## src/rtl/prog_delay_timer_pkg.sv

```systemverilog
// Shared definitions for the programmable delay timer: FSM state encoding
// and a constant-time clog2 used to size the prescaler.
package prog_delay_timer_pkg;

    typedef enum logic [1:0] {
        ST_IDLE = 2'd0,
        ST_RUN  = 2'd1,
        ST_DONE = 2'd2
    } state_e;

    // Smallest number of bits able to hold 0..value-1; 0 for value <= 1.
    function automatic int clog2(input int value);
        int result;
        result = 32'sd0;
        for (int i = 0; i < 31; i++) begin
            if ((32'sd1 <<< i) < value) begin
                result = i + 32'sd1;
            end
        end
        return result;
    endfunction

endpackage

```

## src/rtl/prog_delay_timer_prescaler.sv

```systemverilog
// Tick prescaler: counts enabled clocks and flags the clock on which the
// count wraps at PRESCALE-1. With PRESCALE==1 every clock is a tick.
module tick_prescaler
    import prog_delay_timer_pkg::*;
#(
    parameter int PRESCALE = 1
) (
    input  logic Clock,
    input  logic MR,
    input  logic clr,
    input  logic en,
    output logic tick
);

    localparam int PW_RAW = clog2(PRESCALE);
    localparam int PW     = (PW_RAW < 1) ? 1 : PW_RAW;
    localparam logic [PW-1:0] LAST = PW'(PRESCALE - 1);

    logic [PW-1:0] cnt_r;

    // Prescale counter: cleared by reset or clr, advances only while enabled.
    always_ff @(posedge Clock) begin
        if (MR) begin
            cnt_r <= {PW{1'b0}};
        end else if (clr) begin
            cnt_r <= {PW{1'b0}};
        end else if (en) begin
            if (cnt_r == LAST) begin
                cnt_r <= {PW{1'b0}};
            end else begin
                cnt_r <= cnt_r + PW'(1);
            end
        end else begin
            cnt_r <= cnt_r;
        end
    end

    assign tick = (PRESCALE == 1) ? 1'b1 : (cnt_r == LAST);

endmodule

```

## src/rtl/prog_delay_timer.sv

```systemverilog
// Runtime-programmable delay/interval timer. Counts Period ticks in
// one-shot or periodic mode with start/stop/pause/restart control.
// All outputs come straight from flops.
module prog_delay_timer
    import prog_delay_timer_pkg::*;
#(
    parameter int WIDTH          = 18,
    parameter int DEFAULT_PERIOD = 250000,
    parameter int PRESCALE       = 1
) (
    input  logic             Clock,
    input  logic             MR,
    input  logic             Start,
    input  logic             Stop,
    input  logic             Pause,
    input  logic             Periodic,
    input  logic [WIDTH-1:0] Period,
    output logic             Timeout,
    output logic             Busy,
    output logic             Done,
    output logic [WIDTH-1:0] Count
);

    localparam logic [WIDTH-1:0] ZERO = {WIDTH{1'b0}};
    localparam logic [WIDTH-1:0] ONE  = WIDTH'(1);

    state_e           state_r;
    state_e           state_s;
    logic [WIDTH-1:0] count_r;
    logic [WIDTH-1:0] count_s;
    logic [WIDTH-1:0] period_r;
    logic [WIDTH-1:0] period_s;
    logic             mode_r;
    logic             mode_s;
    logic             timeout_r;
    logic             timeout_s;
    logic             busy_r;
    logic             done_r;
    logic             tick_s;
    logic             pre_en_s;
    logic             pre_clr_s;

    // A programmed period of zero behaves as a one-tick period.
    function automatic logic [WIDTH-1:0] clamp_period(input logic [WIDTH-1:0] p);
        return (p == ZERO) ? ONE : p;
    endfunction

    assign pre_en_s  = (state_r == ST_RUN) && !Pause;
    assign pre_clr_s = Stop || Start || (state_r != ST_RUN);

    tick_prescaler #(
        .PRESCALE (PRESCALE)
    ) u_prescaler (
        .Clock (Clock),
        .MR    (MR),
        .clr   (pre_clr_s),
        .en    (pre_en_s),
        .tick  (tick_s)
    );

    // State register plus period/mode latches, count and status outputs.
    always_ff @(posedge Clock) begin
        if (MR) begin
            state_r   <= ST_IDLE;
            count_r   <= ZERO;
            period_r  <= WIDTH'(DEFAULT_PERIOD);
            mode_r    <= 1'b0;
            timeout_r <= 1'b0;
            busy_r    <= 1'b0;
            done_r    <= 1'b0;
        end else begin
            state_r   <= state_s;
            count_r   <= count_s;
            period_r  <= period_s;
            mode_r    <= mode_s;
            timeout_r <= timeout_s;
            busy_r    <= (state_s == ST_RUN);
            done_r    <= (state_s == ST_DONE);
        end
    end

    // Next-state logic; Stop beats Start, Start beats Pause, Pause beats tick.
    always_comb begin
        state_s   = state_r;
        count_s   = count_r;
        period_s  = period_r;
        mode_s    = mode_r;
        timeout_s = 1'b0;
        if (Stop) begin
            state_s = ST_IDLE;
            count_s = ZERO;
        end else if (Start) begin
            state_s  = ST_RUN;
            count_s  = ZERO;
            period_s = clamp_period(Period);
            mode_s   = Periodic;
        end else begin
            case (state_r)
                ST_RUN: begin
                    if (!Pause && tick_s) begin
                        if (count_r == (period_r - ONE)) begin
                            timeout_s = 1'b1;
                            count_s   = ZERO;
                            if (mode_r) begin
                                period_s = clamp_period(Period);
                            end else begin
                                state_s = ST_DONE;
                            end
                        end else begin
                            count_s = count_r + ONE;
                        end
                    end else begin
                        count_s = count_r;
                    end
                end
                ST_IDLE, ST_DONE: begin
                    count_s = ZERO;
                end
                default: begin
                    state_s = ST_IDLE;
                    count_s = ZERO;
                end
            endcase
        end
    end

    assign Timeout = timeout_r;
    assign Busy    = busy_r;
    assign Done    = done_r;
    assign Count   = count_r;

endmodule

```

## config.mk

```make
export PLATFORM = sky130hd
export DESIGN_NAME = prog_delay_timer
export DESIGN_NICKNAME = d
export VERILOG_FILES = /design/src/rtl/prog_delay_timer_pkg.sv /design/src/rtl/prog_delay_timer_prescaler.sv /design/src/rtl/prog_delay_timer.sv
export SDC_FILE = /design/constraint.sdc
export NUM_CORES = 1
export LEC_CHECK = 0
export CORE_MARGIN = 8
export CORE_UTILIZATION = 55
export DETAILED_ROUTE_END_ITERATION = 12
export DONT_BUFFER_PORTS = 1
export PLACE_DENSITY = 0.67
export SLEW_MARGIN = 10
export SYNTH_ARGS = -nofsm -noshare
export SYNTH_HDL_FRONTEND = slang
export SYNTH_SLANG_ARGS = --single-unit
```

## constraint.sdc

```tcl
create_clock -name Clock -period 3 [get_ports Clock]
set_input_delay 0.3 -clock Clock [delete_from_list [all_inputs] [get_ports Clock]]
set_output_delay 0.3 -clock Clock [all_outputs]
set_load 0.1 [all_outputs]
```

==> impl_metrics.toml <==
[status]
status = "complete, no violations"

[clocking]
cts_tree = "built"
clk_pin_slew_ps = 80
cts_sinks = 42
clock_path_buffers = 2
clock_latency_ps = 290
cts_max_level = 2
numCtsBuffers = 5
clockRootBuffer = "clkbuf_8"

[global_route]
first_global_vias = 2112
antenna_found_initial = 0
grt_use_total_pct = 17.25
grt-ovfl-total = 0
grt_max_degree = 41
grt_pass1_wl_mm = 10.12

[sta]
worstMarginPinSlew_ps = 956.9
finalCritPeriodShare_pct = 96.98
hold_viol = 0
timing.hold.ws_ps = 74.68
period_minus_slack_ps = 2909
slew_headroom_pct = 36.12
fin_worst_skew_ps = 9.127
setup_viol = 0
slew_violations = 0
clock.fmax_ghz = 0.3437

[power_and_ir_drop]
comb_power_share_pct = 11.2
power_uw = 1099
p_seq_share_pct = 54.6
p_leak_uw = 0.001156
vdd_drop_max_mv = 0.3660
p_int_uw = 823.6
power_frac_clock_pct = 34.2
cellPowerDensity_nw_per_um2 = 378.4
switching_share_pct = 25.08
p_sw_uw = 275.7

[worst_setup_path]
startpoint_type = "register"
timing.rr.start = "period_r[0]"
critPathSlowestCell = "or4b_4"
slowest_delay_ps = 500
endpoint_kind = "register"
worstPathCellList = "inv_1, ha_4, or4b_4, nor2_2, nand3b_1, a311o_1, a2111oi_4, a41o_4, clkbuf_16, mux2i_1"
cp_max_fo = 6
critPathLaunch = "period_r[0]"
critPathKind = "register to register"
rr_worst_depth = 10
cp.required_ps = 3220
worstPathArrival_ps = 3130

[drt]
route.vias.total = 2149
wl_met2_mm = 3.039
dr_wl_met3_um = 386
avgViaCountPerCell = 5.856
drt_iter0_drc = 161
drt-pass1-iter-count = 4
wire_per_inst_um = 17.28
wirelength_mm = 6.342
ant_nets = 0
post-route-drc-count = 0
wirelength_met1_mm = 2.861
topRoutingLayerUsed = "met4"

[synthesis]
syn-num-nets = 319
synth_area_um2 = 2505
synth.distinct_cells = 46
synth_edf_count = 0
postSynthAreaPerCell_um2 = 8.549
async_flop_share_pct = 0
synth-main-ff-cell = "dfxtp_1"
synthCells = 293
ys_seq_area_share_pct = 33.57
yosys_warnings = 0
synth-seq-cells = 42

[placed_design]
placed_cell_area_um2 = 2691
gp_congestion = 0.8791
numPortBuffers = 0
hpwl_mm = 4.561

[cells_and_area]
diodes = 0
nets = 340
fin_area_um2 = 2905
drive_gt1_share_pct = 14.92
area_growth_syn_to_layout_pct = 15.98

[hold_path]
holdPathStages = 1
min_from = "MR"
holdCritPathClass = "input port to register"

[job]
maxCapViolations = 0

[floorplan]
die_y_um = 83.49
core_um2 = 4384
fp.dieW_um = 83.49
num_rows = 24
die_area_um2 = 6970
io_pins = 45
start_util_pct = 57.13
==> placed cells by master, fill, tap and decap left out, types with 3 or more instances in the layout <==
master	n
dfxtp_1	40
nor2_1	35
xnor2_1	26
nand2b_1	24
buf_4	23
and3_1	21
mux2i_1	20
nand2_1	13
xor2_1	11
nand4_1	9
nor4_1	7
nand3_1	7
inv_1	6
nor3_1	6
clkbuf_8	6
a21oi_1	4
nor3b_1	3
o22ai_1	3
or3_1	3
o21ai_0	3
a211o_1	3
==> repair_timing <==
action                                  CTS  global route
hold buffers                              0             0
endpoints found under the setup margin    0            38
buffers inserted                          0             1
gates resized for setup                   0            11
==> worst paths after layout <==
kind / end / slack [ps]
min reg2reg: period_r[1] / 510
max: period_r[17] / 90
max reg2reg: period_r[17] / 90
min: mode_r / 70
==> critical path, delay by kind of cell (launching register included) <==
family	cells	cell delay [ps]
fa+ha+maj	1	170
buf+inv	2	270
compound gates	3	1160
simple gates	3	730
flops	1	320
mux	1	180
==> registers in the layout (all words and copies together) (netlist names) <==
signal    count
Count        18
period_r     18
state_r       2
Busy          1
Done          1
Timeout       1
mode_r        1
==> through the flow <==
step                setup WS [ps]  utilization (%)  std cells  TNS, ps
finish                      90.69            66.27        367        0
global route               -2.614            66.27        367   -2.833
CTS                         91.47            63.47        363        0
detailed placement          108.5            61.39        355        0
global placement            222.5            61.39        355        0
floorplan                   8.625                -        293        0
==> cell families after synthesis <==
logic type	after synthesis	share of synthesized area [%]
XOR/XNOR	37	12.94
multiplexers	20	7.992
adder cells (fa/ha/maj)	2	0.9988
AND/OR/NAND/NOR	143	31.17
AO/OA/AOI/OAI	29	9.291
buffers and inverters	20	4.046
flip-flops	42	33.57
==> routing by layer <==
| metal | vias up | GRT usage [%] |
|---|---|---|
| met3 | 7 | 5.664 |
| met1 | 1017 | 20.63 |
| met4 | 0 | 5.024 |
| met2 | 49 | 28.57 |
| li1 | 1076 | - |
| met5 | - | 0 |
==> cells in the mapped netlist, types with 4 or more instances <==
cell | instances | share of area (%)
dfxtp_1 | 42 | 34
nor2_1 | 36 | 5.4
xnor2_1 | 26 | 9.1
nand2b_1 | 24 | 6.0
and3_1 | 21 | 5.2
mux2i_1 | 20 | 8.0
nand2_1 | 13 | 1.9
xor2_1 | 11 | 3.8
clkbuf_1 | 10 | 1.5
nand4_1 | 9 | 2.2
nor4_1 | 9 | 2.2
nand3_1 | 7 | 1.4
nor3_1 | 7 | 1.4
inv_1 | 6 | 0.90
a21oi_1 | 4 | 0.80
==> power groups by stage <==
stage	Clock, uW	Sequential (uW)	Combinational (uW)
2_1_floorplan	0	605	96.1
3_3_place_gp	0	611	105
3_5_place_dp	0	611	106
4_1_cts	379	598	107
5_1_grt	405	603	135
6_report	376	600	123
==> cell type report <==
type / count / area (um^2)
fillers: 370 / 1479
clock inverters: 1 / 5.005
flip-flops and latches: 42 / 843.3
repair buffers: 28 / 265.3
clock buffers: 7 / 86.33
inverters: 6 / 22.52
well taps: 52 / 65.06
multi-input cells: 231 / 1618
(Power assumes the default switching activity.)
